File: src/rtl/lsu_mem_stage.sv
// RV32I memory-stage load/store unit: one req/gnt/rvalid transaction per op, with store lane alignment and load extraction.
// Optional misalignment trap is enabled by defining LSU_MISALIGN_TRAP_EN.
module lsu_mem_stage #(
  parameter int ADDR_W = 32
) (
  input  logic              clk,
  input  logic              rst_n,
  input  logic              ex_valid,
  output logic              ex_ready,
  input  logic [31:0]       ex_addr,
  input  logic [31:0]       ex_wdata,
  input  logic              ex_we,
  input  logic [2:0]        ex_funct3,
  input  logic [4:0]        ex_rd,
  output logic              wb_valid,
  output logic [4:0]        wb_rd,
  output logic [31:0]       wb_data,
  output logic              wb_misalign,
  output logic              dmem_req,
  input  logic              dmem_gnt,
  output logic              dmem_we,
  output logic [ADDR_W-1:0] dmem_addr,
  output logic [3:0]        dmem_be,
  output logic [31:0]       dmem_wdata,
  input  logic              dmem_rvalid,
  input  logic [31:0]       dmem_rdata
);

  typedef enum logic [1:0] {S_IDLE = 2'd0, S_REQ = 2'd1, S_WAIT = 2'd2, S_RESP = 2'd3} state_e;

  localparam logic [1:0] SZ_B = 2'd0;
  localparam logic [1:0] SZ_H = 2'd1;
  localparam logic [1:0] SZ_W = 2'd2;

  // funct3[1:0] alone picks the access size; the unused encodings fall into word
  function automatic logic [1:0] op_size(input logic [2:0] f3);
    case (f3[1:0])
      2'b00:   op_size = SZ_B;
      2'b01:   op_size = SZ_H;
      default: op_size = SZ_W;
    endcase
  endfunction

  function automatic logic [3:0] store_be(input logic [2:0] f3, input logic [1:0] a);
    case (op_size(f3))
      SZ_B:    store_be = 4'b0001 << a;
      SZ_H:    store_be = 4'b0011 << {a[1], 1'b0};
      default: store_be = 4'b1111;
    endcase
  endfunction

  function automatic logic [31:0] store_wdata(input logic [2:0] f3, input logic [31:0] d);
    case (op_size(f3))
      SZ_B:    store_wdata = {4{d[7:0]}};
      SZ_H:    store_wdata = {2{d[15:0]}};
      default: store_wdata = d;
    endcase
  endfunction

  function automatic logic [31:0] load_extract(input logic [2:0] f3, input logic [1:0] a,
                                               input logic [31:0] rd);
    logic [31:0] sh;
    case (op_size(f3))
      SZ_B: begin
        sh = rd >> {a, 3'b000};
        load_extract = f3[2] ? {24'h000000, sh[7:0]} : {{24{sh[7]}}, sh[7:0]};
      end
      SZ_H: begin
        sh = rd >> {a[1], 4'b0000};
        load_extract = f3[2] ? {16'h0000, sh[15:0]} : {{16{sh[15]}}, sh[15:0]};
      end
      default: begin
        sh = rd;
        load_extract = sh;
      end
    endcase
  endfunction

  state_e            state_q, state_d;
  logic [1:0]        addr_lo_q, addr_lo_d;
  logic [2:0]        funct3_q, funct3_d;
  logic              we_q, we_d;
  logic [4:0]        rd_q, rd_d;
  logic              dmem_req_q, dmem_req_d;
  logic              dmem_we_q, dmem_we_d;
  logic [ADDR_W-1:0] dmem_addr_q, dmem_addr_d;
  logic [3:0]        dmem_be_q, dmem_be_d;
  logic [31:0]       dmem_wdata_q, dmem_wdata_d;
  logic              wb_valid_q, wb_valid_d;
  logic [4:0]        wb_rd_q, wb_rd_d;
  logic [31:0]       wb_data_q, wb_data_d;
  logic              wb_misalign_q, wb_misalign_d;
  logic              mis_s;

`ifdef LSU_MISALIGN_TRAP_EN
  assign mis_s = ((op_size(ex_funct3) == SZ_H) && ex_addr[0]) ||
                 ((op_size(ex_funct3) == SZ_W) && (ex_addr[1:0] != 2'b00));
`else
  assign mis_s = 1'b0;
`endif

  // Next-state and output-register computation for the transaction FSM
  always_comb begin
    state_d       = state_q;
    addr_lo_d     = addr_lo_q;
    funct3_d      = funct3_q;
    we_d          = we_q;
    rd_d          = rd_q;
    dmem_req_d    = dmem_req_q;
    dmem_we_d     = dmem_we_q;
    dmem_addr_d   = dmem_addr_q;
    dmem_be_d     = dmem_be_q;
    dmem_wdata_d  = dmem_wdata_q;
    wb_valid_d    = 1'b0;
    wb_rd_d       = wb_rd_q;
    wb_data_d     = wb_data_q;
    wb_misalign_d = wb_misalign_q;
    case (state_q)
      S_IDLE: begin
        if (ex_valid) begin
          addr_lo_d = ex_addr[1:0];
          funct3_d  = ex_funct3;
          we_d      = ex_we;
          rd_d      = ex_rd;
          if (mis_s) begin
            // Trapped op skips the bus entirely and completes next cycle
            state_d       = S_RESP;
            wb_valid_d    = 1'b1;
            wb_rd_d       = ex_rd;
            wb_data_d     = 32'h0000_0000;
            wb_misalign_d = 1'b1;
          end else begin
            state_d      = S_REQ;
            dmem_req_d   = 1'b1;
            dmem_we_d    = ex_we;
            dmem_addr_d  = {ex_addr[ADDR_W-1:2], 2'b00};
            dmem_be_d    = ex_we ? store_be(ex_funct3, ex_addr[1:0]) : 4'b1111;
            dmem_wdata_d = ex_we ? store_wdata(ex_funct3, ex_wdata) : 32'h0000_0000;
          end
        end else begin
          state_d = S_IDLE;
        end
      end
      S_REQ: begin
        if (dmem_gnt) begin
          dmem_req_d = 1'b0;
          dmem_we_d  = 1'b0;
          if (we_q) begin
            state_d       = S_RESP;
            wb_valid_d    = 1'b1;
            wb_rd_d       = rd_q;
            wb_data_d     = 32'h0000_0000;
            wb_misalign_d = 1'b0;
          end else begin
            state_d = S_WAIT;
          end
        end else begin
          state_d = S_REQ;
        end
      end
      S_WAIT: begin
        if (dmem_rvalid) begin
          state_d       = S_RESP;
          wb_valid_d    = 1'b1;
          wb_rd_d       = rd_q;
          wb_data_d     = load_extract(funct3_q, addr_lo_q, dmem_rdata);
          wb_misalign_d = 1'b0;
        end else begin
          state_d = S_WAIT;
        end
      end
      S_RESP: begin
        state_d = S_IDLE;
      end
      default: begin
        state_d = S_IDLE;
      end
    endcase
  end

  // State and registered-output flops
  always_ff @(posedge clk or negedge rst_n) begin
    if (!rst_n) begin
      state_q       <= S_IDLE;
      addr_lo_q     <= 2'b00;
      funct3_q      <= 3'b000;
      we_q          <= 1'b0;
      rd_q          <= 5'd0;
      dmem_req_q    <= 1'b0;
      dmem_we_q     <= 1'b0;
      dmem_addr_q   <= '0;
      dmem_be_q     <= 4'b0000;
      dmem_wdata_q  <= 32'h0000_0000;
      wb_valid_q    <= 1'b0;
      wb_rd_q       <= 5'd0;
      wb_data_q     <= 32'h0000_0000;
      wb_misalign_q <= 1'b0;
    end else begin
      state_q       <= state_d;
      addr_lo_q     <= addr_lo_d;
      funct3_q      <= funct3_d;
      we_q          <= we_d;
      rd_q          <= rd_d;
      dmem_req_q    <= dmem_req_d;
      dmem_we_q     <= dmem_we_d;
      dmem_addr_q   <= dmem_addr_d;
      dmem_be_q     <= dmem_be_d;
      dmem_wdata_q  <= dmem_wdata_d;
      wb_valid_q    <= wb_valid_d;
      wb_rd_q       <= wb_rd_d;
      wb_data_q     <= wb_data_d;
      wb_misalign_q <= wb_misalign_d;
    end
  end

  assign ex_ready    = (state_q == S_IDLE);
  assign dmem_req    = dmem_req_q;
  assign dmem_we     = dmem_we_q;
  assign dmem_addr   = dmem_addr_q;
  assign dmem_be     = dmem_be_q;
  assign dmem_wdata  = dmem_wdata_q;
  assign wb_valid    = wb_valid_q;
  assign wb_rd       = wb_rd_q;
  assign wb_data     = wb_data_q;
  assign wb_misalign = wb_misalign_q;

endmodule

File: config.mk
export PLATFORM = sky130hd
export DESIGN_NAME = lsu_mem_stage
export DESIGN_NICKNAME = d
export VERILOG_FILES = /design/src/rtl/lsu_mem_stage.sv
export SDC_FILE = /design/constraint.sdc
export NUM_CORES = 1
export LEC_CHECK = 0
export ABC_CLOCK_PERIOD_IN_PS = 1900
export CORE_MARGIN = 3
export CORE_UTILIZATION = 39
export CTS_CLUSTER_DIAMETER = 60
export DETAILED_ROUTE_END_ITERATION = 8
export PLACE_DENSITY = 0.76
export SLEW_MARGIN = 20
export SYNTH_ARGS = -nofsm -noshare
export SYNTH_HDL_FRONTEND = slang
export SYNTH_SLANG_ARGS = --single-unit
File: constraint.sdc
create_clock -name clk -period 1.9 [get_ports clk]
set_clock_uncertainty 0.1 [all_clocks]
set_input_delay 0.285 -clock clk [delete_from_list [all_inputs] [get_ports clk]]
set_output_delay 0.285 -clock clk [all_outputs]
set_load 0.02 [all_outputs]
==> results.txt, run 1 <==
----------------------------------------------------
[Worst setup path]
  Critical path's top delay family ... compound AO/OA/AOI/OAI gates
  CP max FO ... 15
  Setup crit start kind ... flop
  Critical path endpoint ... wb_data[26]
  Count of buffering cells on the critical path with inverters included ... 2
  Type of element capturing the critical path ... flop
  Category of the most critical setup path ... flop to flop
  Depth of the critical timing path with buffers and inverters included ... 6
  R2R Setup Slk ... 0.03 ns
  Capture point of the worst reg-to-reg path ... wb_data[26]
  Startpoint of the worst setup timing path ... state_q[0]
  Slowest stage cell, crit path ... dfrtp_2
  Delay of the slowest cell on the worst path ... approximately 0.43 ns
  Launch instance of the worst register-to-register path ... state_q[0]
  Cell breakdown of the critical path ... ha_4, a21bo_4, o211ai_1, buf_4, buf_6, a221o_2
  Path depth of the worst reg2reg path ... 6
  Critical Path AT ... around 2.1 ns
  Required time of the critical path ... approximately 2.1 ns

[Timing]
  Hold slack final ... about 0.25 ns
  Final worst-path cycle share ... 0.986
  Final count of hold timing violations ... 0
  Fin worst setup slack ... roughly 0.026 ns
  Minimum clock period ... 1.87 ns
  Pins over their slew limit ... 0
  TNS Setup ... 0 ns
  Peak Freq ... 0.534 GHz
  RSZ-0062 raised after global routing ... yes
  Final setup viols ... 0

[Finish]
  Design area ... between 0.008 and 0.009 sq mm
  Count of inserted antenna diode cells ... 0
  NumNets Final ... around 900
  Area growth, synth to finish ... 58.6%
  Fraction of layout cells with a size suffix above 1 ... 0.124
  Count of filler cells inserted in the layout ... between 1000 and 1500
  Core occupancy in the finished layout ... 0.642

[Routing]
  DRC ... 0
  Vias ... about 5100
  Total Wirelength ... between 15000 and 20000 um
  Starting DRC count in detailed routing ... 338
  Average routed wire per standard cell ... approximately 17 um
  Count of antenna-violating nets left after detailed routing ... 0
  Via/cell ratio ... 5.13
  Number of search-and-repair iterations in the first detailed-routing pass ... 4

[Flow run]
  Number of maximum-capacitance constraint violations ... 0

[Clock tree]
  Number of sinks on the clock net ... 119
  CTS tree ... yes
  Inserted Clock Buffers ... 17
  Count of H-tree levels built during CTS ... 4
  Clock buffer depth ... 2
  Clock-pin slew of the registers on the worst-case setup and hold paths ... ~0.05 ns
  Clk_lat worst skew ... 0.41 ns
  Library cell used as clock root buffer ... clkbuf_16

[Pwr]
  Power density normalized to cell area ... ~1600 mW/mm^2
  Worst vdd ir ... 0.825 mV
  Static Leak ... between 3 and 4 nW

[Floorplanning]
  Core footprint ... about 0.013 sq mm
  Die footprint ... 0.0154 sq mm
  Site Rows ... 42
  Effective utilization at floorplan ... 0.405
  X dimension of the die ... about 120 um
  # IOs ... between 200 and 250
  Y dimension of the die ... 124 um

[Synthesis]
  Netlist Area Pre-Place ... 0.00542 sq mm
  Post-synthesis register bit count ... between 100 and 150
  Top cells by area in the synthesized netlist ... dfrtp_1 55%, nand2_1 12%, mux2i_1 5.5%
  Cells after synthesis ... 560
  Adder-cell area share of the yosys netlist ... 0.00692
  Area fraction of the dominant cell type after synthesis ... 0.549
  Share of the synthesized area in compound gates (AO/OA/AOI/OAI) ... 0.142
  Basic-gate share of the synthesized area counting and, or, nand and nor cells ... 0.178
  Async S/R FF share, synth ... 1.00
  Share of synthesized area occupied by flip-flops and latches ... 0.549
  Post-synthesis mux area share ... 0.0845
  Xor/xnor share of the synthesized area ... 0
  Post-synth top area cell ... dfrtp_1
  Number of different library cells in the post-synthesis netlist ... 35
  Post-Synthesis Mean Instance Area ... 9.68 sq um
  Synth Flop Type ... dfrtp_1
  Leading cell type by number of instances after synthesis ... nand2_1
  Number of synthesized flops with an enable pin ... 0
  Most frequent cells after synthesis ... 167 x nand2_1, 119 x dfrtp_1, 58 x o21ai_0
  Warning count from the yosys run ... 0
  Dominant combinational cell family by area after synthesis ... simple AND/OR/NAND/NOR gates

[Global routing]
  Global-route wire length before repair ... about 26000 um
  Via count of the first global-routing pass ... 5169
  Total global routing overflow ... 0
  Largest net degree at the start of global routing ... between 50 and 60
  Antenna violations before repair ... 0
  Total Routing Usage GR ... 0.221

[Worst hold path]
  Worst min path class ... primary input to async pin

[Place]
  Final weighted congestion in routability-driven placement ... roughly 0.86
  Placement-stage worst setup slack ... -0.0971 ns
  DP Area ... 0.00798 sq mm
  Post-DP HPWL ... roughly 12000 um
  Count of buffers inserted at the top-level ports ... between 200 and 250

[Outcome]
  Result of the run ... finished, final reports clean

----------------------------------------------------
## cell usage in the layout (no fill, tap or decap), types with 4 or more instances in the layout
cell type / instances
clkbuf_16: 19
inv_1: 8
nand2_1: 165
o21ai_0: 58
mux2_2: 14
a221o_2: 9
nand3_1: 11
a32o_1: 8
nor2b_1: 11
nor2_1: 14
buf_12: 5
buf_4: 31
mux2i_1: 30
clkdlybuf4s50_1: 214
dfrtp_1: 118
a21oi_1: 23
nand2b_1: 18
clkbuf_1: 8
clkbuf_8: 4
a221o_1: 7
## timing repair
action / 4_1_cts / 5_1_grt
hold buffers: 1 / 0
gates resized for setup: 4 / 6
endpoints found under the setup margin: 1 / 42
buffers inserted: 0 / 4
cloned: 0 / 2
pin swaps: 0 / 2
endpoints found under the hold margin: 23 / 0
## worst reg2reg max path, cell delays in order (launching register included)
cell and delay, ns:
dfrtp_2 0.43, ha_4 0.19, a21bo_4 0.18, o211ai_1 0.13
buf_4 0.18, buf_6 0.15, a221o_2 0.39
## routing by layer
layer | global-route usage | up-vias | wire (um)
li1 | - | 2364 | -
met1 | 0.267 | 2441 | 6700
met2 | 0.351 | 218 | 8160
met3 | 0.0908 | 33 | 1730
met4 | 0.0910 | 0 | 416
met5 | 0 | - | 0
## sequential cells by signal, summed over array words and instances, names as in the netlist, named ones only
name / flops
addr_lo_q: 2
dmem_addr: 30
dmem_be: 4
dmem_req: 1
dmem_wdata: 32
dmem_we: 1
funct3_q: 3
rd_q: 5
state_q: 1
wb_data: 32
wb_rd: 5
wb_valid: 1
we_q: 1
## power by group
| part | switching (mW) | internal (mW) | leakage [nW] |
|---|---|---|---|
| sequential | 0.693 | 3.66 | 1.53 |
| clock | 1.05 | 1.80 | 0.259 |
| combinational | 3.64 | 3.30 | 2.12 |
## through the flow
step           cells  power (mW)
2_1_floorplan    562        7.80
3_5_place_dp     946        11.1
5_1_grt          985        15.0
4_1_cts          979        14.1
6_report         985        14.2
3_3_place_gp     946        10.9
## layout make-up
class | count | area [sq um] | share of cell area
inverters | 9 | 33.8 | 0.00393
repair buffers | 255 | 2560 | 0.297
clock inverters | 3 | 15.0 | 0.00175
well taps | 176 | 220 | 0.0256
flip-flops and latches | 119 | 2980 | 0.346
multi-input cells | 394 | 2280 | 0.265
clock buffers | 29 | 510 | 0.0594
## kinds of logic after synthesis
group           after synthesis
simple gates                228
flops                       119
buf+inv                      49
mux                          44
compound gates              116
other cells                   1
fa+ha+maj                     3
## how the worst min path moves through the flow
stage / to / slack [ns] / cells after the start
2_1_floorplan: async pin / -0.11 / 0
4_1_cts: we_q / 0.24 / 2
3_3_place_gp: async pin / 0.14 / 1
3_5_place_dp: async pin / 0.14 / 1
5_1_grt: dmem_wdata[10] / 0.28 / 2
6_report: we_q / 0.25 / 2
Power figures use the tool's default switching activity.
==> inputs of run 2 (changes only) <==
Settings changed: CORE_MARGIN 3 to unset, SKIP_CTS_REPAIR_TIMING set to 1.
==> run 2 against run 1 <==
The flow now finishes with violations (setup timing); core utilization fell by 0.065 points; flip-flop and latch count unchanged; clock-buffer cell count down 4; critical path type unchanged; largest cell class unchanged.
==> results.txt, run 2 (same netlist as run 1, synthesis figures left out) <==
----------------------------------------------------
[Routing]
  Average routed wire per standard cell ... 16.7 um (-3.5%)
  Number of search-and-repair iterations in the first detailed-routing pass ... 4 (unchanged)
  Total Wirelength ... 16300 um (-4.4%)
  DRC ... 0 (unchanged)
  Via/cell ratio ... 5.17 (+0.78%)
  Starting DRC count in detailed routing ... 304 (-10%)
  Count of antenna-violating nets left after detailed routing ... 0 (unchanged)
  Vias ... 5049 (-0.14%)

[Clock tree]
  Clock buffer depth ... 2 (unchanged)
  Number of sinks on the clock net ... 119 (unchanged)
  Library cell used as clock root buffer ... clkbuf_16
  Clock-pin slew of the registers on the worst-case setup and hold paths ... 0.05 ns (about the same)
  Count of H-tree levels built during CTS ... 4 (unchanged)
  Clk_lat worst skew ... 0.41 ns (about the same)
  CTS tree ... yes
  Inserted Clock Buffers ... 17 (unchanged)

[Finish]
  NumNets Final ... 900 (-0.99%)
  Most common cell after layout, fill and taps aside ... clkdlybuf4s50_1
  Count of filler cells inserted in the layout ... 1091 (+2.0%)
  Leading cell types in the layout, fill and taps excluded ... 214 x clkdlybuf4s50_1, 166 x nand2_1, 117 x dfrtp_1
  Area growth, synth to finish ... 58.4%
  Count of inserted antenna diode cells ... 0 (unchanged)
  Fraction of layout cells with a size suffix above 1 ... 0.128 (+0.00389)

[Timing]
  Pins over their slew limit ... 0 (unchanged)
  Final count of hold timing violations ... 0 (unchanged)
  RSZ-0062 raised after global routing ... yes
  Final worst-path cycle share ... 1.01 (+0.0216)
  Minimum clock period ... 1.92 ns (+0.0409 ns)
  Final setup viols ... 8 (+8)
  Hold slack final ... 0.298 ns (+0.0460 ns)
  Fin worst setup slack ... -0.0153 ns (-0.0409 ns)
  Peak Freq ... 0.522 GHz (-2.1%)
  Slew at the pin with the worst max-slew slack ... approximately 0.65 ns
  Worst rel slew slack ... 0.569

[Flow run]
  Number of maximum-capacitance constraint violations ... 0 (unchanged)

[Floorplanning]
  Core footprint ... 0.0134 sq mm (unchanged)
  Site Rows ... 42 (unchanged)
  # IOs ... 220 (unchanged)
  X dimension of the die ... 120 um (-3.2%)
  Y dimension of the die ... 120 um (-3.2%)
  Effective utilization at floorplan ... 0.405 (unchanged)
  Die footprint ... 0.0144 sq mm (-6.4%)

[Worst setup path]
  Type of element capturing the critical path ... flop
  CP max FO ... 8 (-7)
  Slowest stage cell, crit path ... dfrtp_1
  R2R Setup Slk ... -0.02 ns (-0.04 ns)
  Critical Path AT ... 2.17 ns (+0.11 ns)
  Setup crit start kind ... flop
  Delay of the slowest cell on the worst path ... 0.39 ns (-0.04 ns)
  Count of buffering cells on the critical path with inverters included ... 2 (unchanged)
  Category of the most critical setup path ... flop to flop
  Required time of the critical path ... 2.15 ns (+0.06 ns)
  Critical path's top delay family ... simple AND/OR/NAND/NOR gates
  Cell breakdown of the critical path ... or3_4, or2_4, a2111oi_4, buf_4, clkbuf_16, a221o_2

[Pwr]
  Static Leak ... 3.89 nW (-0.44%)
  Power density normalized to cell area ... 1650 mW/mm^2 (+0.34%)
  Worst vdd ir ... 0.842 mV (+2.1%)

[Global routing]
  Largest net degree at the start of global routing ... 120 (+120%)
  Antenna violations before repair ... 0 (unchanged)
  Total global routing overflow ... 0 (unchanged)
  Via count of the first global-routing pass ... 5078 (-1.8%)
  Total Routing Usage GR ... 0.236 (+0.0148)
  Global-route wire length before repair ... 26100 um (-1.2%)

[Place]
  Placement-stage worst setup slack ... -0.154 ns (-0.0566 ns)
  Final weighted congestion in routability-driven placement ... 0.897 (+4.7%)
  Post-DP HPWL ... 11600 um (-5.5%)
  Count of buffers inserted at the top-level ports ... 216 (unchanged)

[Outcome]
  Violated checks ... setup timing
  Result of the run ... finished with violations

[Worst hold path]
  Worst min path class ... primary input to flop

----------------------------------------------------
[run 2: cell count changes in the layout (fill, tap and decap cells not counted), sizes merged]
cell	before	now
clkinv	3	5
clkinvlp	0	2
clkdlybuf4s15	1	0
clkbuf	31	27
buf	37	29
[run 2: layout make-up]
cell class	instances	area [sq um]	area share
Clock inverter	7	40.0	0.00466
Timing Repair Buffer	246	2490	0.290
Multi-Input combinational cell	394	2290	0.267
Sequential cell	119	2980	0.347
Inverter	9	33.8	0.00393
Clock buffer	25	536	0.0623
Tap cell	176	220	0.0256
[run 2: worst min-delay path: cells and delay by family]
| kind | cells | cell delay [ns] |
|---|---|---|
| buffers and inverters | 1 | 0.39 |
| and+or+nand+nor | 2 | 0.09 |
[run 2: power breakdown]
| group | internal [mW] | switching [mW] |
|---|---|---|
| Sequential | 3.66 | 0.707 |
| Combinational | 3.20 | 3.57 |
| Clock | 1.93 | 1.11 |
[run 2: final timing paths]
path                                      to  depth (start not counted)   startpoint
worst max-delay path             wb_data[21]                          6  funct3_q[1]
min in group asynchronous            dmem_we                          3        rst_n
worst min register to register       rd_q[2]                          2      rd_q[2]
worst max register to register   wb_data[21]                          6  funct3_q[1]
worst min-delay path                 rd_q[3]                          3     ex_rd[3]
max in group asynchronous       addr_lo_q[1]                          3        rst_n
[run 2: metrics by stage]
stage,setup TNS (ns),utilization,cell area [sq um],total power [mW],std cells
6_report,-0.0719,0.641,8590,14.2,976
5_1_grt,-0.583,0.641,8590,15.0,976
4_1_cts,-0.419,0.636,8520,14.2,972
3_5_place_dp,-2.65,0.593,7950,11.1,940
3_3_place_gp,-1.29,0.593,7950,10.9,940
2_1_floorplan,-0.663,-,5480,7.80,562
[run 2: routing by layer]
layer / vias up / global-route usage / wire length [um]
met5: - / 0 / 0
met4: 0 / 0.108 / 473
met3: 32 / 0.0794 / 1380
met2: 240 / 0.381 / 7770
met1: 2431 / 0.284 / 6640
li1: 2346 / - / -
==> inputs of run 3 (changes only) <==
Settings changed: ABC_CLOCK_PERIOD_IN_PS 1900 to 2200, CORE_ASPECT_RATIO set to 0.8, CORE_UTILIZATION 39 to 43, PLACE_DENSITY 0.76 to 0.8, RECOVER_POWER set to 100.
Clock period 1.9 ns to 2.2 ns, I/O delays scaled along.
==> run 3 against run 2 <==
The flow now finishes without violations; clock-buffer cell count decreased by 5; design area decreased by 1.3%; sequential share of layout area up 0.42 points; setup slack improved by 0.18 ns; wire length decreased by 0.30%; critical endpoint is now wb_data[26]; first-iteration DRC count increased by 14%.
==> results.txt, run 3 (same netlist as run 1, synthesis figures left out) <==
----------------------------------------------------
[Place]
  Final weighted congestion in routability-driven placement ... 0.902 (+0.65%)
  Post-DP HPWL ... 11800 um (+1.7%)
  Post-Place Cells ... 931 (-0.96%)
  Count of buffers inserted at the top-level ports ... 216 (unchanged)
  Placement-stage worst setup slack ... 0.0257 ns (+0.179 ns)

[Clock tree]
  Library cell used as clock root buffer ... clkbuf_16
  Inserted Clock Buffers ... 17 (unchanged)
  Number of sinks on the clock net ... 119 (unchanged)
  Clock-pin slew of the registers on the worst-case setup and hold paths ... 0.06 ns (about the same)
  Clock buffer depth ... 2 (unchanged)
  Clk_lat worst skew ... 0.40 ns (about the same)
  CTS tree ... yes
  Count of H-tree levels built during CTS ... 4 (unchanged)

[Finish]
  Fraction of layout cells with a size suffix above 1 ... 0.0958 (-0.0317)
  Leading cell types in the layout, fill and taps excluded ... 167 x nand2_1, 119 x dfrtp_1, 108 x clkdlybuf4s50_1
  Count of inserted antenna diode cells ... 0 (unchanged)
  Core occupancy in the finished layout ... 0.692 (+0.0511)
  Area growth, synth to finish ... 56.4%
  NumNets Final ... 893 (-0.78%)
  Cell Count, Final, Fillers Out ... 964 (-1.2%)
  Most common cell after layout, fill and taps aside ... nand2_1

[Timing]
  Worst rel slew slack ... 0.0557 (-0.513)
  Peak Freq ... 0.492 GHz (-5.7%)
  Fin worst setup slack ... 0.168 ns (+0.183 ns)
  Pins over their slew limit ... 0 (unchanged)
  Final worst-path cycle share ... 0.924 (-0.0844)
  Minimum clock period ... 2.03 ns (+0.117 ns)
  Final count of hold timing violations ... 0 (unchanged)
  Slew at the pin with the worst max-slew slack ... 1.42 ns (+0.770 ns)
  Final setup viols ... 0 (-8)
  RSZ-0062 raised after global routing ... no

[Pwr]
  Worst vdd ir ... 0.764 mV (-9.3%)
  Total power ... 12.2 mW (-14%)
  Power density normalized to cell area ... 1440 mW/mm^2 (-13%)
  Static Leak ... 4.07 nW (+4.5%)

[Floorplanning]
  # IOs ... 220 (unchanged)
  Die footprint ... 0.0131 sq mm (-9.1%)
  Y dimension of the die ... 102 um (-15%)
  Effective utilization at floorplan ... 0.443 (+0.0379)
  X dimension of the die ... 128 um (+6.4%)
  Site Rows ... 36 (-14%)
  Core footprint ... 0.0123 sq mm (-8.6%)

[Global routing]
  Largest net degree at the start of global routing ... 65 (-46%)
  Total global routing overflow ... 0 (unchanged)
  Global-route wire length before repair ... 25700 um (-1.5%)
  Antenna violations before repair ... 0 (unchanged)
  Via count of the first global-routing pass ... 5000 (-1.5%)
  Total Routing Usage GR ... 0.257 (+0.0211)

[Routing]
  Average routed wire per standard cell ... 16.8 um (+0.94%)
  Number of search-and-repair iterations in the first detailed-routing pass ... 5 (+1)
  Count of antenna-violating nets left after detailed routing ... 0 (unchanged)
  Via/cell ratio ... 5.25 (+1.4%)
  DRC ... 0 (unchanged)
  Total Wirelength ... 16200 um (-0.30%)
  Vias ... 5058 (+0.18%)
  Highest Signal Layer ... met4
  Routed met3 length ... 1270 um (-8.4%)
  Post-route met1 wirelength ... 6780 um (+2.1%)
  Starting DRC count in detailed routing ... 348 (+14%)
  Met2 routed WL ... 7840 um (+0.78%)

[Worst hold path]
  Startpoint of the worst hold path ... ex_rd[0]
  Worst min path class ... primary input to flop

[Worst setup path]
  Required time of the critical path ... 2.38 ns (+0.23 ns)
  Type of element capturing the critical path ... flop
  Critical Path AT ... 2.21 ns (+0.04 ns)
  Count of buffering cells on the critical path with inverters included ... 1 (-1)
  Critical path's top delay family ... compound AO/OA/AOI/OAI gates
  Delay of the slowest cell on the worst path ... 0.41 ns (+0.02 ns)
  Category of the most critical setup path ... flop to flop
  Cell breakdown of the critical path ... inv_1, ha_1, a21bo_2, nor2b_1, and2_1, a221o_2
  Slowest stage cell, crit path ... a221o_2
  CP max FO ... 16 (+8)
  Setup crit start kind ... flop

[Outcome]
  Result of the run ... finished, final reports clean

[Flow run]
  Number of maximum-capacitance constraint violations ... 0 (unchanged)

----------------------------------------------------
## run 3: cell types whose count changed in the layout (fill, tap and decap cells not counted), sizes merged
cell and delta:
clkbuf +1, buf -13, clkdlybuf4s50 -106, bufinv +6, dlygate4sd3 +106, clkinv -1
## run 3: report_power, final
| group | leakage (nW) | internal, mW | switching [mW] |
|---|---|---|---|
| clock network | 0.326 | 2.18 | 0.986 |
| registers | 1.53 | 3.16 | 0.565 |
| logic | 2.21 | 2.27 | 3.07 |
| total | 4.07 | 7.62 | 4.62 |
## run 3: final timing paths
kind | to | slack, ns | cells past startpoint
max in group asynchronous | rd_q[3] | 0.32 | 3
min in group asynchronous | dmem_wdata[26] | 0.76 | 3
max | wb_data[26] | 0.17 | 6
min reg2reg | dmem_addr[29] | 0.36 | 2
min | rd_q[0] | 0.35 | 3
max reg2reg | wb_data[26] | 0.17 | 6
## run 3: worst register-to-register path: cells and delay by family (launching register included)
| family | cells | cell delay, ns |
|---|---|---|
| simple gates | 2 | 0.48 |
| flops | 1 | 0.39 |
| fa+ha+maj | 1 | 0.18 |
| buf+inv | 1 | 0.11 |
| compound gates | 2 | 0.65 |
## run 3: per-stage QoR
step | setup TNS [ns] | hold WS [ns] | cell area (sq um)
CTS | -0.150 | -0.178 | 8520
detailed placement | 0 | 0.260 | 7850
finish | 0 | 0.350 | 8480
global placement | 0 | 0.262 | 7850
global route | 0 | 0.349 | 8480
floorplan | 0 | -0.0656 | 5430
## run 3: area by class of cell
type,count,area (sq um)
Clock buffer,20,457
Clock inverter,12,223
Fill cell,919,3770
Inverter,9,33.8
Multi-Input combinational cell,394,2240
Sequential cell,119,2980
Tap cell,171,214
Timing Repair Buffer,239,2330
## run 3: per-layer routing
metal,up-vias,GRT usage
li1,2346,-
met1,2469,0.329
met2,212,0.412
met3,31,0.0702
met4,0,0.114
met5,-,0
